[src/rtl/kf_frame_if.sv]
// kf_frame_if: frame-control bus between a frame requester/datapath (master) and kf_frame_ctrl (slave).
// Parameters: N word width, CH channel count (state vectors are CH*N bits, channel 0 in the LSBs).
// Master drives: start_valid, abort, init_we, x_init, x_post.
// Slave drives:  start_ready, x_prev, busy, cyc, ph_pred, ph_gain, ph_upd, done, frame_cnt.
interface kf_frame_if #(
    parameter int N  = 16,
    parameter int CH = 2
);
    logic              start_valid;
    logic              start_ready;
    logic              abort;
    logic              init_we;
    logic [CH*N-1:0]   x_init;
    logic [CH*N-1:0]   x_post;
    logic [CH*N-1:0]   x_prev;
    logic              busy;
    logic [7:0]        cyc;
    logic              ph_pred;
    logic              ph_gain;
    logic              ph_upd;
    logic              done;
    logic [15:0]       frame_cnt;

    modport master (
        output start_valid, abort, init_we, x_init, x_post,
        input  start_ready, x_prev, busy, cyc, ph_pred, ph_gain, ph_upd, done, frame_cnt
    );

    modport slave (
        input  start_valid, abort, init_we, x_init, x_post,
        output start_ready, x_prev, busy, cyc, ph_pred, ph_gain, ph_upd, done, frame_cnt
    );
endinterface

[src/rtl/kf_frame_ctrl.sv]
// kf_frame_ctrl: Kalman-filter frame sequencer (IDLE/RUN), phase flags, prior-state commit and frame counter.
// Ports: clk clock; rst_n async active-low reset; bus kf_frame_if.slave carrying the start handshake,
//        abort, initial-state load, posterior/prior state, busy/cyc/phase flags, done pulse and frame count.
// Optional feature: define KF_FRAME_B2B_EN to accept a new start during the done cycle (back-to-back frames).
module kf_frame_ctrl #(
    parameter int N         = 16,
    parameter int CH        = 2,
    parameter int FRAME_LEN = 34,
    parameter int T_GAIN    = 12,
    parameter int T_UPD     = 24
) (
    input  logic       clk,
    input  logic       rst_n,
    kf_frame_if.slave  bus
);
    localparam int         W      = CH * N;
    localparam logic [7:0] LAST   = 8'(FRAME_LEN - 1);
    localparam logic [7:0] C_GAIN = 8'(T_GAIN);
    localparam logic [7:0] C_UPD  = 8'(T_UPD);

    typedef enum logic {IDLE, RUN} state_e;

    state_e        state_q, state_d;
    logic [7:0]    cyc_q, cyc_d;
    logic [W-1:0]  x_prev_q, x_prev_d;
    logic [15:0]   frame_cnt_q, frame_cnt_d;
    logic          run, last, done, ready, accept;

    always_ff @(posedge clk or negedge rst_n) begin
        if (!rst_n) begin
            state_q     <= IDLE;
            cyc_q       <= '0;
            x_prev_q    <= '0;
            frame_cnt_q <= '0;
        end else begin
            state_q     <= state_d;
            cyc_q       <= cyc_d;
            x_prev_q    <= x_prev_d;
            frame_cnt_q <= frame_cnt_d;
        end
    end

    always_comb begin
        run         = state_q == RUN;
        last        = run && cyc_q == LAST;
        // abort in the final cycle suppresses done, which in turn blocks the commit and any b2b acceptance
        done        = last && !bus.abort;
`ifdef KF_FRAME_B2B_EN
        ready       = !run || done;
`else
        ready       = !run;
`endif
        accept      = bus.start_valid && ready;
        state_d     = state_q;
        cyc_d       = cyc_q;
        x_prev_d    = x_prev_q;
        frame_cnt_d = frame_cnt_q;
        if (!run) begin
            // a load on the accepting edge is visible from C0 of the new frame
            if (bus.init_we) x_prev_d = bus.x_init;
            if (accept) begin
                state_d = RUN;
                cyc_d   = '0;
            end
        end else if (bus.abort) begin
            state_d = IDLE;
            cyc_d   = '0;
        end else if (last) begin
            x_prev_d    = bus.x_post;
            frame_cnt_d = frame_cnt_q + 16'd1;
            state_d     = accept ? RUN : IDLE;
            cyc_d       = '0;
        end else begin
            cyc_d = cyc_q + 8'd1;
        end
    end

    assign bus.start_ready = ready;
    assign bus.busy        = run;
    assign bus.cyc         = cyc_q;
    assign bus.ph_pred     = run && cyc_q < C_GAIN;
    assign bus.ph_gain     = run && cyc_q >= C_GAIN && cyc_q < C_UPD;
    assign bus.ph_upd      = run && cyc_q >= C_UPD;
    assign bus.done        = done;
    assign bus.x_prev      = x_prev_q;
    assign bus.frame_cnt   = frame_cnt_q;
endmodule
[src/flat_wrapper.sv]
// flat-port wrapper written by rule: the top's interface ports become plain ports
module kf_frame_ctrl_flat 
#(
    parameter int N         = 16,
    parameter int CH        = 2,
    parameter int FRAME_LEN = 34,
    parameter int T_GAIN    = 12,
    parameter int T_UPD     = 24
)
  (clk, rst_n, bus_start_valid, bus_abort, bus_init_we, bus_x_init, bus_x_post, bus_start_ready, bus_x_prev, bus_busy, bus_cyc, bus_ph_pred, bus_ph_gain, bus_ph_upd, bus_done, bus_frame_cnt);
  kf_frame_if #(.N(N), .CH(CH)) bus_i ();
  input  logic clk;
  input  logic rst_n;
  input wire logic [$bits(bus_i.start_valid)-1:0] bus_start_valid;
  input wire logic [$bits(bus_i.abort)-1:0] bus_abort;
  input wire logic [$bits(bus_i.init_we)-1:0] bus_init_we;
  input wire logic [$bits(bus_i.x_init)-1:0] bus_x_init;
  input wire logic [$bits(bus_i.x_post)-1:0] bus_x_post;
  output wire logic [$bits(bus_i.start_ready)-1:0] bus_start_ready;
  output wire logic [$bits(bus_i.x_prev)-1:0] bus_x_prev;
  output wire logic [$bits(bus_i.busy)-1:0] bus_busy;
  output wire logic [$bits(bus_i.cyc)-1:0] bus_cyc;
  output wire logic [$bits(bus_i.ph_pred)-1:0] bus_ph_pred;
  output wire logic [$bits(bus_i.ph_gain)-1:0] bus_ph_gain;
  output wire logic [$bits(bus_i.ph_upd)-1:0] bus_ph_upd;
  output wire logic [$bits(bus_i.done)-1:0] bus_done;
  output wire logic [$bits(bus_i.frame_cnt)-1:0] bus_frame_cnt;
  assign bus_i.start_valid = bus_start_valid;
  assign bus_i.abort = bus_abort;
  assign bus_i.init_we = bus_init_we;
  assign bus_i.x_init = bus_x_init;
  assign bus_i.x_post = bus_x_post;
  assign bus_start_ready = bus_i.start_ready;
  assign bus_x_prev = bus_i.x_prev;
  assign bus_busy = bus_i.busy;
  assign bus_cyc = bus_i.cyc;
  assign bus_ph_pred = bus_i.ph_pred;
  assign bus_ph_gain = bus_i.ph_gain;
  assign bus_ph_upd = bus_i.ph_upd;
  assign bus_done = bus_i.done;
  assign bus_frame_cnt = bus_i.frame_cnt;
  kf_frame_ctrl #(.N(N), .CH(CH), .FRAME_LEN(FRAME_LEN), .T_GAIN(T_GAIN), .T_UPD(T_UPD)) u_core (.clk(clk), .rst_n(rst_n), .bus(bus_i));
endmodule
[config.mk]
export PLATFORM = sky130hd
export DESIGN_NAME = kf_frame_ctrl_flat
export DESIGN_NICKNAME = d
export VERILOG_FILES = /design/src/rtl/kf_frame_if.sv /design/src/rtl/kf_frame_ctrl.sv /design/src/flat_wrapper.sv
export SDC_FILE = /design/constraint.sdc
export NUM_CORES = 1
export LEC_CHECK = 0
export CAP_MARGIN = 15
export CORE_MARGIN = 5
export CORE_UTILIZATION = 32
export CTS_CLUSTER_DIAMETER = 120
export CTS_CLUSTER_SIZE = 28
export DETAILED_ROUTE_END_ITERATION = 8
export PLACE_DENSITY = 0.63
export SETUP_SLACK_MARGIN = 0.15
export SYNTH_ARGS = -nofsm -noshare
export SYNTH_HDL_FRONTEND = slang
export SYNTH_SLANG_ARGS = --single-unit
[constraint.sdc]
create_clock -name clk -period 2.2 [get_ports clk]
set_clock_uncertainty 0.05 [all_clocks]
set_input_delay 0.22 -clock clk [delete_from_list [all_inputs] [get_ports clk]]
set_output_delay 0.22 -clock clk [all_outputs]
set_load 0.01 [all_outputs]
==> results of run 1 <==
-- state kept, by name (all words and copies together) (netlist names) --
register,count
u_core.bus.cyc,8
u_core.bus.frame_cnt,16
u_core.bus.busy,1
u_core.bus.x_prev,32
-- worst max-delay path: stages, from the launching register on --
cell                              delay, ps
sky130_fd_sc_hd__dfrtp_2                440
sky130_fd_sc_hd__mux2_2                 350
sky130_fd_sc_hd__nor2_1                  80
sky130_fd_sc_hd__clkdlybuf4s50_1        540
-- kinds of logic (layout without fill, tap and decap cells) --
| family | after synthesis | count (layout) | synth area share [%] |
|---|---|---|---|
| flip-flops | 57 | 57 | 52.05 |
| XOR/XNOR | 20 | 20 | 6.392 |
| AND/OR/NAND/NOR | 76 | 76 | 13.47 |
| buffers and inverters | 19 | 168 | 4.247 |
| multiplexers | 35 | 35 | 12.88 |
| AO/OA/AOI/OAI | 42 | 42 | 9.133 |
| adder cells (fa/ha/maj) | 4 | 4 | 1.827 |
-- area by class of cell --
type                            instances  share of cell area (%)
Timing Repair Buffer                  149                   32.60
Sequential cell                        57                   32.12
Multi-Input combinational cell        177                   27.07
Clock buffer                           11                   3.391
Tap cell                              105                   2.943
Clock inverter                          3                   1.457
Inverter                                5                  0.4204
-- where the power goes --
group,switching [mW],internal (mW),leakage (nW)
clock,0.389,0.685,0.111
sequential,0.0789,1.20,0.731
combinational,0.381,0.521,1.11
-- per-layer routing --
| metal | up-vias | global-route usage (%) | routed length [um] | share of wire, % |
|---|---|---|---|---|
| met5 | - | 0 | 0 | 0 |
| met1 | 1061 | 18.06 | 3066 | 44 |
| li1 | 1161 | - | - | - |
| met4 | 0 | 6.155 | 131 | 1.9 |
| met2 | 84 | 19.86 | 3096 | 44 |
| met3 | 10 | 4.939 | 745 | 11 |
-- worst max path at each step --
stage,cells after the start,to,startpoint,slack [ps]
after floorplan,6,u_core.bus.frame_cnt[1],u_core.bus.cyc[1],410
after global placement,5,bus_done,u_core.bus.cyc[1],270
after detailed placement,5,bus_done,u_core.bus.cyc[1],230
after CTS,4,bus_ph_gain,u_core.bus.cyc[5],150
after global routing,3,bus_ph_gain,u_core.bus.cyc[4],120
final,3,bus_ph_gain,u_core.bus.cyc[4],190
-- placed cells by master, fill, tap and decap left out, drive strengths merged, types with 2 or more instances in the layout --
cell type / count
xor2: 4
nand4: 6
nor2: 8
dfrtp: 57
o21ai: 34
mux2i: 33
and4: 2
inv: 5
and2: 2
dlygate4sd2: 2
and3: 6
buf: 19
bufinv: 2
nor3: 2
clkbuf: 11
clkdlybuf4s50: 127
nand3: 6
xnor2: 16
mux2: 2
nand2: 39
ha: 4
-- timing repair --
action | 4_1_cts | 5_1_grt
cloned | 0 | 0
endpoints found under the setup margin | 3 | 18
pin swaps | 0 | 0
setup buffers | 2 | 7
hold endpoints to repair | 21 | 0
resized for setup | 8 | 3
hold buffers | 1 | 0
==> results.md, run 1 <==
- Dividing the final minimum period by the clock period gives just over 90%.
- The worst-case register-to-register setup slack is about 330 ps.
- In this run the tool buffered the top-level ports with 130 buffer cells.
- After detailed routing, the number of remaining DRC violations is 0.
- The number of primary I/O pins is between 100 and 150.
- The via count of the first global-routing pass is around 2300.
- 0 antenna diodes ended up in the layout.
- The wire length of the first global-routing pass is ~11 mm.
- The final number of max-transition violations is 0.
- Clock tree synthesis found a total of 57 sinks.
- The Yosys step of the flow raised 0 warnings.
- Setup violations remaining at the end of the flow were counted as 0.
- Summed over its instances, the top area cell type makes up between 50% and 60% of the synthesized netlist area.
- Across the VDD grid, the largest voltage drop is about 290 uV.
- For this run, the leading register cell type out of synthesis is sky130_fd_sc_hd__dfrtp_1.
- The initial antenna violation count is 0.
- The cell area after synthesis is 0.002740 mm^2.
- The worst slack after detailed placement is around 230 ps.
- The weighted congestion at the end of routability-driven global placement is approximately 0.77.
- The fill cell instance count of the final layout is 733.
- The area growth from synthesis to layout is 62.92%.
- For this run, the number of standard cells in the final layout without fillers is 507.
- The minimum setup slack in the final design is 189.8 ps.
- The global-route usage over all layers is a little over an eighth.
- The area of combinational cells with multiple inputs is 0.001209 mm^2.
- The total congestion overflow after global routing is 0.
- The maximum buffer depth of the clock tree is 2.
- The cell type contributing the most total cell area after synthesis is sky130_fd_sc_hd__dfrtp_1.
- The count of final hold-check violations was 0.
- The H-tree generated during clock tree synthesis spans 3 levels.
- The row count is 33.
- The CTS tree is built.
- The relative slew slack is approximately 65%.
- The initial cell density of the core is about a third.
- The start of the worst register-to-register path is u_core.bus.cyc[1].
- Clock tree synthesis selected as its root buffer the cell sky130_fd_sc_hd__clkbuf_8.
- The placed instances occupy a cell area of just over 0.004 mm^2.
- The standby leakage power is ~2.0 nW.
- The critical path class is flip-flop to output port.
- Adding up every negative setup slack in the final design gives 0 ps.
- The area of all placed cells without fillers is 0.004464 mm^2.
- For this run, the register share of the synthesized area comes to a little over half.
- Setup repair after global routing could not meet its margin everywhere.
- The number of cells traversed by the worst register-to-register path is 7.
- The largest net degree at the start of global routing is 40.
- Including well taps, the total number of placed cells is 483.
- Synthesis produced a netlist with a net count of between 300 and 400.
- Cells with a size suffix above 1 make up between 10% and 20% of the layout.
- In this run, the number of DRC markers left after iteration 0 of detailed routing was 51.
- The die covers between 0.01 and 0.015 mm^2.
- The total chip power is around 3.3 mW.
- The path class of the tightest hold or removal check is input port to async pin.
- The max-cap violation count is 0.
- The total number of vias is roughly 2300.
- The final period demand of the worst path is between 2000 and 2500 ps.
- At the worst endpoint, the arrival time is between 1500 and 2000 ps.
- The count of antenna-violating nets left after detailed routing is 0.
- The flow ran to the end, and the final reports show no timing, DRC or antenna violations.
- The region available for standard cell placement spans around 0.0083 mm^2.
- The area taken by flip-flops and latches is 0.001434 mm^2.
- Clock-pin slew was measured on the worst setup and hold paths at about 60 ps.
- The minimum hold slack is about 360 ps.
- The synthesized instance count is ~250.
- The largest fanout on the critical path is 8.
- The worst setup path is launched from a flip-flop.
- By area the synthesized netlist is led by sky130_fd_sc_hd__dfrtp_1 52%, sky130_fd_sc_hd__mux2i_1 12%, sky130_fd_sc_hd__nand2_1 5.3%.
- Dividing the detail-routed wire length by the instance count gives 13.88 um.
- In this run the critical register-to-register path is captured at u_core.bus.x_prev[14].
- Ranked by instance count, the synthesized netlist is headed by 57 x sky130_fd_sc_hd__dfrtp_1, 39 x sky130_fd_sc_hd__nand2_1, 33 x sky130_fd_sc_hd__mux2i_1.
- The synthesized design contains 0 enable-type register cells.
- The count of unique library cells instantiated by Yosys is 35.
- Derived from the worst setup path, the maximum achievable clock frequency is 497.5 MHz.
- In this run the horizontal extent of the chip is between 100 and 150 um.
- The iteration count of the initial detailed-routing pass is 3.
- The later pin in the worst-skew pair is clocked with a latency of 320 ps.
- The net total in the final layout is between 400 and 500.
- Detailed placement finished with a half-perimeter wire length of ~5.4 mm.
- Dividing total power by cell area gives a power density of approximately 730 mW/mm^2.
- After detailed routing, the number of vias per cell comes to ~4.6.
- The height of the die is 102.5 um.
- The flop and latch count out of synthesis is 57.
- The actual transition at the worst max-transition pin is about 520 ps.
- The share of the core filled with cells is 53.79%.
- STA classifies the critical path endpoint as an output port.
- For the worst setup path, the data required time is just under 2000 ps.
- The average instance area after synthesis is 10.83 um^2.
- The fraction of synthesis flops using an asynchronous set or reset pin is 100.0%.
- By instance count, the leading cell after synthesis is sky130_fd_sc_hd__dfrtp_1.
- The total length of routed wires is roughly 7.0 mm.
- TritonCTS created 9 clock buffers.
(Power assumes the default switching activity.)
==> run 2: changes to the inputs <==
--- a/config.mk
+++ b/config.mk
@@ -12,7 +12,6 @@
 export CTS_CLUSTER_SIZE = 28
 export DETAILED_ROUTE_END_ITERATION = 8
 export PLACE_DENSITY = 0.63
-export SETUP_SLACK_MARGIN = 0.15
 export SYNTH_ARGS = -nofsm -noshare
 export SYNTH_HDL_FRONTEND = slang
 export SYNTH_SLANG_ARGS = --single-unit
==> results.md, run 2 (synthesis gave the netlist of run 1 again) <==
- Input and output buffers added on the ports amount to 130.
- For this run, the top clock speed supported by timing is ~470 MHz.
- The master of the slowest instance on the critical path is sky130_fd_sc_hd__clkdlybuf4s50_1.
- The via count of the first global-routing pass is about 2200.
- The per-cell routed wire length is 13.95 um.
- The final number of max-transition violations is 0.
- Clock latency on the worst-skew pair, taken at its later pin, is approximately 320 ps.
- The flow ran to the end, and the final reports show no timing, DRC or antenna violations.
- The global-route usage over all layers is between 10% and 20%.
- The total length of routed wires is a little under 7 mm.
- The maximum buffer depth of the clock tree is 2.
- The switching power summed over all nets is about 0.85 mW.
- In this run the worst hold path is classified as input port to async pin.
- Internal power comes to ~2.4 mW.
- The layout-stage area growth over the synthesis result is 60.32%.
- The initial cell density of the core is between 30% and 40%.
- The required time of the critical path is roughly 1900 ps.
- The top cell types in the final layout, fill and taps aside, are 127 x sky130_fd_sc_hd__clkdlybuf4s50_1, 55 x sky130_fd_sc_hd__dfrtp_1, 39 x sky130_fd_sc_hd__nand2_1, 33 x sky130_fd_sc_hd__mux2i_1, 28 x sky130_fd_sc_hd__o21ai_0.
- The largest net degree at the start of global routing is 40.
- The worst setup path is captured at an output port.
- The estimated wirelength of the detail-placed design is ~5.4 mm.
- The region available for standard cell placement spans 0.008299 mm^2.
- The repair_antennas step left the layout with diodes totalling 0.
- In this run the number of H-tree levels came out at 3.
- The analysis attributes to cell leakage a power of between 1.5 and 2 nW.
- Counting the buffers created by CTS gives 9.
- Walking the worst path, the cells encountered are nand2_1 -> mux2_2 -> nor2_1 -> clkdlybuf4s50_1.
- In this run the power density over the cells is about 740 mW/mm^2.
- STA classifies the critical path startpoint as a flip-flop.
- The library cell used most frequently in the layout, excluding fill and tap cells, is sky130_fd_sc_hd__clkdlybuf4s50_1.
- The power share of the clock group is 33.1%.
- The CTS tree is built.
- The residual DRC count is 0.
- The initial antenna violation count is 0.
- The critical path class is flip-flop to output port.
- The actual transition at the worst max-transition pin is 528.6 ps.
- The pre-antenna-repair detailed-routing pass consisted of 4 iterations.
- Of the available clock period, the critical path in the final layout requires a little over nine tenths.
- The die is between 100 and 150 um tall.
- Clock-pin slew was measured on the worst setup and hold paths at 60 ps.
- The row count is 33.
- The combinational cell fraction of total power is a little over a quarter.
- The number of primary I/O pins is 131.
- The weighted congestion at the end of routability-driven global placement is 0.7681.
- The violation count after the first detailed-route iteration is 62.
- Setup repair after global routing left no endpoint under its margin.
- In this design, the stage delay of the slowest critical-path cell is approximately 540 ps.
- The number of flip-flops in the largest register is 32.
- On the final layout, the worst hold slack is around 360 ps.
- The endpoint arrival time on the critical path is ~1800 ps.
- The switching portion of total power is roughly a quarter.
- In the routed layout, each cell is associated on average with a via count of around 4.6.
- Max-cap violations in this run came to 0.
- The clock net in this run drives a total of 57 sinks.
- The die area is 0.01051 mm^2.
- The tree is rooted in a sky130_fd_sc_hd__clkbuf_8.
- Summed over all layers, the global routing overflow is 0.
- In this run the horizontal extent of the chip is just over 100 um.
- The first global-routing pass estimated 11.10 mm of wire.
- The total number of vias is roughly 2300.
- The final period demand of the worst path is between 2000 and 2500 ps.
- The count of antenna-violating nets left after detailed routing is 0.
- The peak ir drop on the vdd network is 285.6 uV.
- The worst pin sits at a relative slew slack of 64.76%.
- The fraction of layout cells with a size suffix above 1 is under 10%.
- Setup violations remaining at the end of the flow were counted as 0.
- The final-layout setup total negative slack is 0 ps.
- Along the worst path, the maximum fanout reaches 7.
- The share of power burned in registers is around two fifths.
- The count of final hold-check violations came to 0.
- At the end of the flow, the number of nets in the layout was 464.
## run 2: cell count changes in the layout (fill, tap and decap cells not counted)
cell	before	now
sky130_fd_sc_hd__dlymetal6s2s_1	0	1
sky130_fd_sc_hd__nor3_2	1	2
sky130_fd_sc_hd__buf_4	16	9
sky130_fd_sc_hd__buf_6	1	0
sky130_fd_sc_hd__dlygate4sd2_1	2	1
sky130_fd_sc_hd__nor3_4	1	0
sky130_fd_sc_hd__dfrtp_2	6	2
sky130_fd_sc_hd__dfrtp_1	51	55
## run 2: power groups by stage
| stage | logic (mW) | clock network (mW) | registers (mW) |
|---|---|---|---|
| final | 0.885 | 1.07 | 1.29 |
| after floorplan | 0.288 | 0 | 1.38 |
| after CTS | 0.910 | 1.12 | 1.29 |
| after global routing | 0.969 | 1.16 | 1.31 |
| after detailed placement | 0.904 | 0 | 1.31 |
| after global placement | 0.898 | 0 | 1.30 |
## run 2: what timing repair did
| item | 4_1_cts | 5_1_grt |
|---|---|---|
| endpoints found under the setup margin | 2 | 1 |
| hold buffers | 1 | 0 |
| buffers inserted | 1 | 0 |
| endpoints found under the hold margin | 21 | 0 |
| cloned | 0 | 0 |
| resized for setup | 3 | 2 |
## run 2: final cells by class
cell class	instances	area, um^2
Inverter	5	18.77
Timing Repair Buffer	141	1395
Tap cell	105	131.4
Clock inverter	3	65.06
Fill cell	740	3906
Multi-Input combinational cell	177	1202
Clock buffer	11	151.4
Sequential cell	57	1429
## run 2: layer usage
layer / track usage [%] / vias up / wire (um)
met4: 6.155 / 0 / 121
met5: 0 / - / 0
li1: - / 1148 / -
met3: 4.939 / 8 / 748
met2: 19.56 / 85 / 3016
met1: 18.05 / 1051 / 3076
## run 2: critical path, delay by kind of cell (launching register included)
family                 cells  cell delay, ps
flip-flops                 1             490
AND/OR/NAND/NOR            2             210
multiplexers               1             270
buffers and inverters      1             540
## run 2: worst paths after layout
path	startpoint	to	slack, ps	cells after the start
worst max-delay path	u_core.bus.cyc[2]	bus_ph_gain	90	4
worst min-delay path	rst_n	u_core.bus.cyc[7]	360	2
worst max register to register	u_core.bus.cyc[1]	u_core.bus.x_prev[28]	270	7
worst min register to register	u_core.bus.frame_cnt[15]	u_core.bus.frame_cnt[15]	420	1
max in group asynchronous	rst_n	u_core.bus.x_prev[17]	1170	3
min in group clk	u_core.bus.frame_cnt[15]	u_core.bus.frame_cnt[15]	420	1
## run 2: through the flow
stage               cell area, um^2  setup slack (ps)  instances  util, %  total power, mW
finish                         4393             88.01        499    52.93            3.247
global route                   4393             18.10        499    52.93            3.444
detailed placement             4151             233.8        483    50.02            2.212
CTS                            4389             14.87        499    52.89            3.320
global placement               4151             268.9        483    50.02            2.200
floorplan                      2740             413.2        253        -            1.665
==> run 3: changes to the inputs <==
--- a/config.mk
+++ b/config.mk
@@ -6,7 +6,6 @@
 export NUM_CORES = 1
 export LEC_CHECK = 0
 export CAP_MARGIN = 15
-export CORE_MARGIN = 5
 export CORE_UTILIZATION = 32
 export CTS_CLUSTER_DIAMETER = 120
 export CTS_CLUSTER_SIZE = 28
==> results.md, run 3 (synthesis gave the netlist of run 1 again) <==
- The worst pin sits at a relative slew slack of 56.39%.
- The type of destination of the critical path is an output port.
- The H-tree depth reported by CTS is 3.
- The tool flagged a number of max-cap violations equal to 0.
- The maximum clock rate is 479.2 MHz.
- The clock reaches the later pin of the worst-skew pair after around 340 ps.
- The final number of max-transition violations came to 0.
- The critical path is of the flip-flop to output port type.
- Detailed routing inserted a total of between 2000 and 2500 vias.
- The number of cells traversed by the worst register-to-register path is 6.
- The total length of routed wires is ~6.7 mm.
- The via count of the first global-routing pass is roughly 2200.
- In the layout the commonest cells are 127 x sky130_fd_sc_hd__clkdlybuf4s50_1, 53 x sky130_fd_sc_hd__dfrtp_1, 39 x sky130_fd_sc_hd__nand2_1, 33 x sky130_fd_sc_hd__mux2i_1, 28 x sky130_fd_sc_hd__o21ai_0.
- The count of antenna-violating nets left after detailed routing is 0.
- The finished cells cover 0.004360 mm^2.
- The count of buffers added on input and output ports is 130.
- The endpoint arrival time on the critical path is approximately 1800 ps.
- The estimated wirelength of the detail-placed design is 4.982 mm.
- Along the worst path, the maximum fanout reaches 8.
- The average vias per placed instance is 4.589.
- The number of diodes added for antenna fixing is 0.
- TritonCTS built the clock tree.
- The worst-case register-to-register setup slack is around 200 ps.
- The start of the worst register-to-register path is u_core.bus.cyc[0].
- The register with the most flip-flops in the layout has 32 of them.
- The clock tree root buffer cell is sky130_fd_sc_hd__clkbuf_8.
- The final period demand of the worst path is around 2100 ps.
- Counting the fill cells in the layout gives approximately 770.
- The min-delay analysis places its worst path in the category input port to async pin.
- Dividing total power by cell area gives a power density of roughly 700 mW/mm^2.
- The capturing element of the worst setup path is bus_ph_gain.
- The floorplan has 33 rows.
- The standby leakage power is 1.896 nW.
- The layout-stage area growth over the synthesis result is 59.13%.
- In the final layout, the share of cells above drive strength 1 is just under 9%.
- The horizontal extent of the die is roughly 95 um.
- Setup repair after global routing left no endpoint under its margin.
- The count of final hold-check violations is 0.
- The number of CTS-inserted buffers is 9.
- The maximum buffer depth of the clock tree is 2.
- The initial antenna violation count was 0.
- Entering global routing, the biggest net connects 37 pins.
- The height of the die is approximately 95 um.
- The per-cell routed wire length is roughly 13 um.
- The core region is 0.008258 mm^2.
- The die area is 0.008937 mm^2.
- The capture instance of the worst register-to-register path is u_core.bus.x_prev[23].
- The net total in the final layout is ~460.
- IR analysis of the VDD net gives a maximum drop of between 300 and 400 uV.
- The most common cell after layout, fill and taps aside is sky130_fd_sc_hd__clkdlybuf4s50_1.
- The run finished with clean final reports.
- The required time of the critical path is between 1500 and 2000 ps.
- For this run the aggregate overflow at the end of global routing stands at 0.
- After detailed routing, the number of remaining DRC violations is 0.
- The first global-routing pass estimated 10.85 mm of wire.
- The launching element type of the critical path is a flip-flop.
- The final cycle utilization of the critical path is 94.86%.
- The global-route usage over all layers is between 10% and 20%.
- The actual transition at the worst max-transition pin is between 600 and 700 ps.
- The initial cell density of the core is approximately 33%.
- The number of clock sinks seen by CTS is between 50 and 60.
- The weighted congestion at the end of routability-driven global placement is 0.7480.
- The violation count after the first detailed-route iteration is 57.
- The register clock-pin slew on the reported worst setup and hold paths is about 70 ps.
- The number of primary I/O pins is 131.
- The final-layout setup total negative slack is 0 ps.
- The iteration count of the initial detailed-routing pass is 4.
- The instance area at placement is just over 0.004 mm^2.
- The count of final setup violators is 0.
- Tracing the worst setup path back leads to its startpoint at u_core.bus.cyc[4].
-- run 3: changes by cell type in the layout (fill, tap and decap cells not counted) --
cell,change
sky130_fd_sc_hd__buf_4,-2
sky130_fd_sc_hd__clkinv_2,+1
sky130_fd_sc_hd__clkbuf_1,+1
sky130_fd_sc_hd__bufinv_16,-1
sky130_fd_sc_hd__clkbuf_8,-1
sky130_fd_sc_hd__clkinvlp_4,+2
sky130_fd_sc_hd__dfrtp_2,+2
sky130_fd_sc_hd__dfrtp_1,-2
-- run 3: how the worst min path moves through the flow --
stage,start,to,slack [ps],depth (start not counted)
4_1_cts,rst_n,u_core.bus.cyc[5],420,2
6_report,rst_n,u_core.bus.cyc[4],420,2
2_1_floorplan,rst_n,u_core.bus.busy,-130,0
3_3_place_gp,rst_n,u_core.bus.cyc[5],240,1
3_5_place_dp,rst_n,u_core.bus.cyc[5],230,1
5_1_grt,u_core.bus.x_prev[7],u_core.bus.x_prev[7],450,2
-- run 3: power breakdown --
group	internal (mW)	leakage, nW	switching [mW]
combinational	0.509	1.07	0.367
clock	0.550	0.0953	0.411
sequential	1.20	0.735	0.0892
-- run 3: stage by stage --
stage	setup slack [ps]	utilization [%]	power, mW	cells	hold slack (ps)
after floorplan	413.2	-	1.665	253	-125.6
after global placement	267.6	50.09	2.189	481	241.4
after detailed placement	216.3	50.09	2.202	481	234.7
after CTS	17.89	52.73	3.193	499	415.1
after global routing	27.05	52.80	3.317	499	451.2
final	113.1	52.80	3.127	499	415.9
-- run 3: layout make-up --
class / count / area, um^2 / share of cell area, %
clock buffers: 11 / 141.4 / 3.242
clock inverters: 5 / 55.05 / 1.263
inverters: 5 / 18.77 / 0.4304
multi-input cells: 177 / 1202 / 27.58
flip-flops and latches: 57 / 1431 / 32.83
well taps: 105 / 131.4 / 3.013
repair buffers: 139 / 1380 / 31.65
-- run 3: timing repair --
| action | in CTS | in global routing |
|---|---|---|
| setup endpoints to repair | 2 | 2 |
| hold buffers | 1 | 0 |
| hold endpoints to repair | 26 | 0 |
| cloned | 0 | 0 |
| buffers inserted | 1 | 0 |
| resized for setup | 3 | 4 |
| pin swaps | 0 | 0 |
-- run 3: metal layers --
layer	track usage, %	wire [um]
met1	19.55	2939
met2	25.79	3144
met3	6.280	509
met4	4.545	67
met5	0	0
-- run 3: critical path, cell delays in order, from the launching register on --
cell,delay (ps)
sky130_fd_sc_hd__dfrtp_1,490
sky130_fd_sc_hd__mux2_2,370
sky130_fd_sc_hd__nor2_1,90
sky130_fd_sc_hd__clkdlybuf4s50_1,540
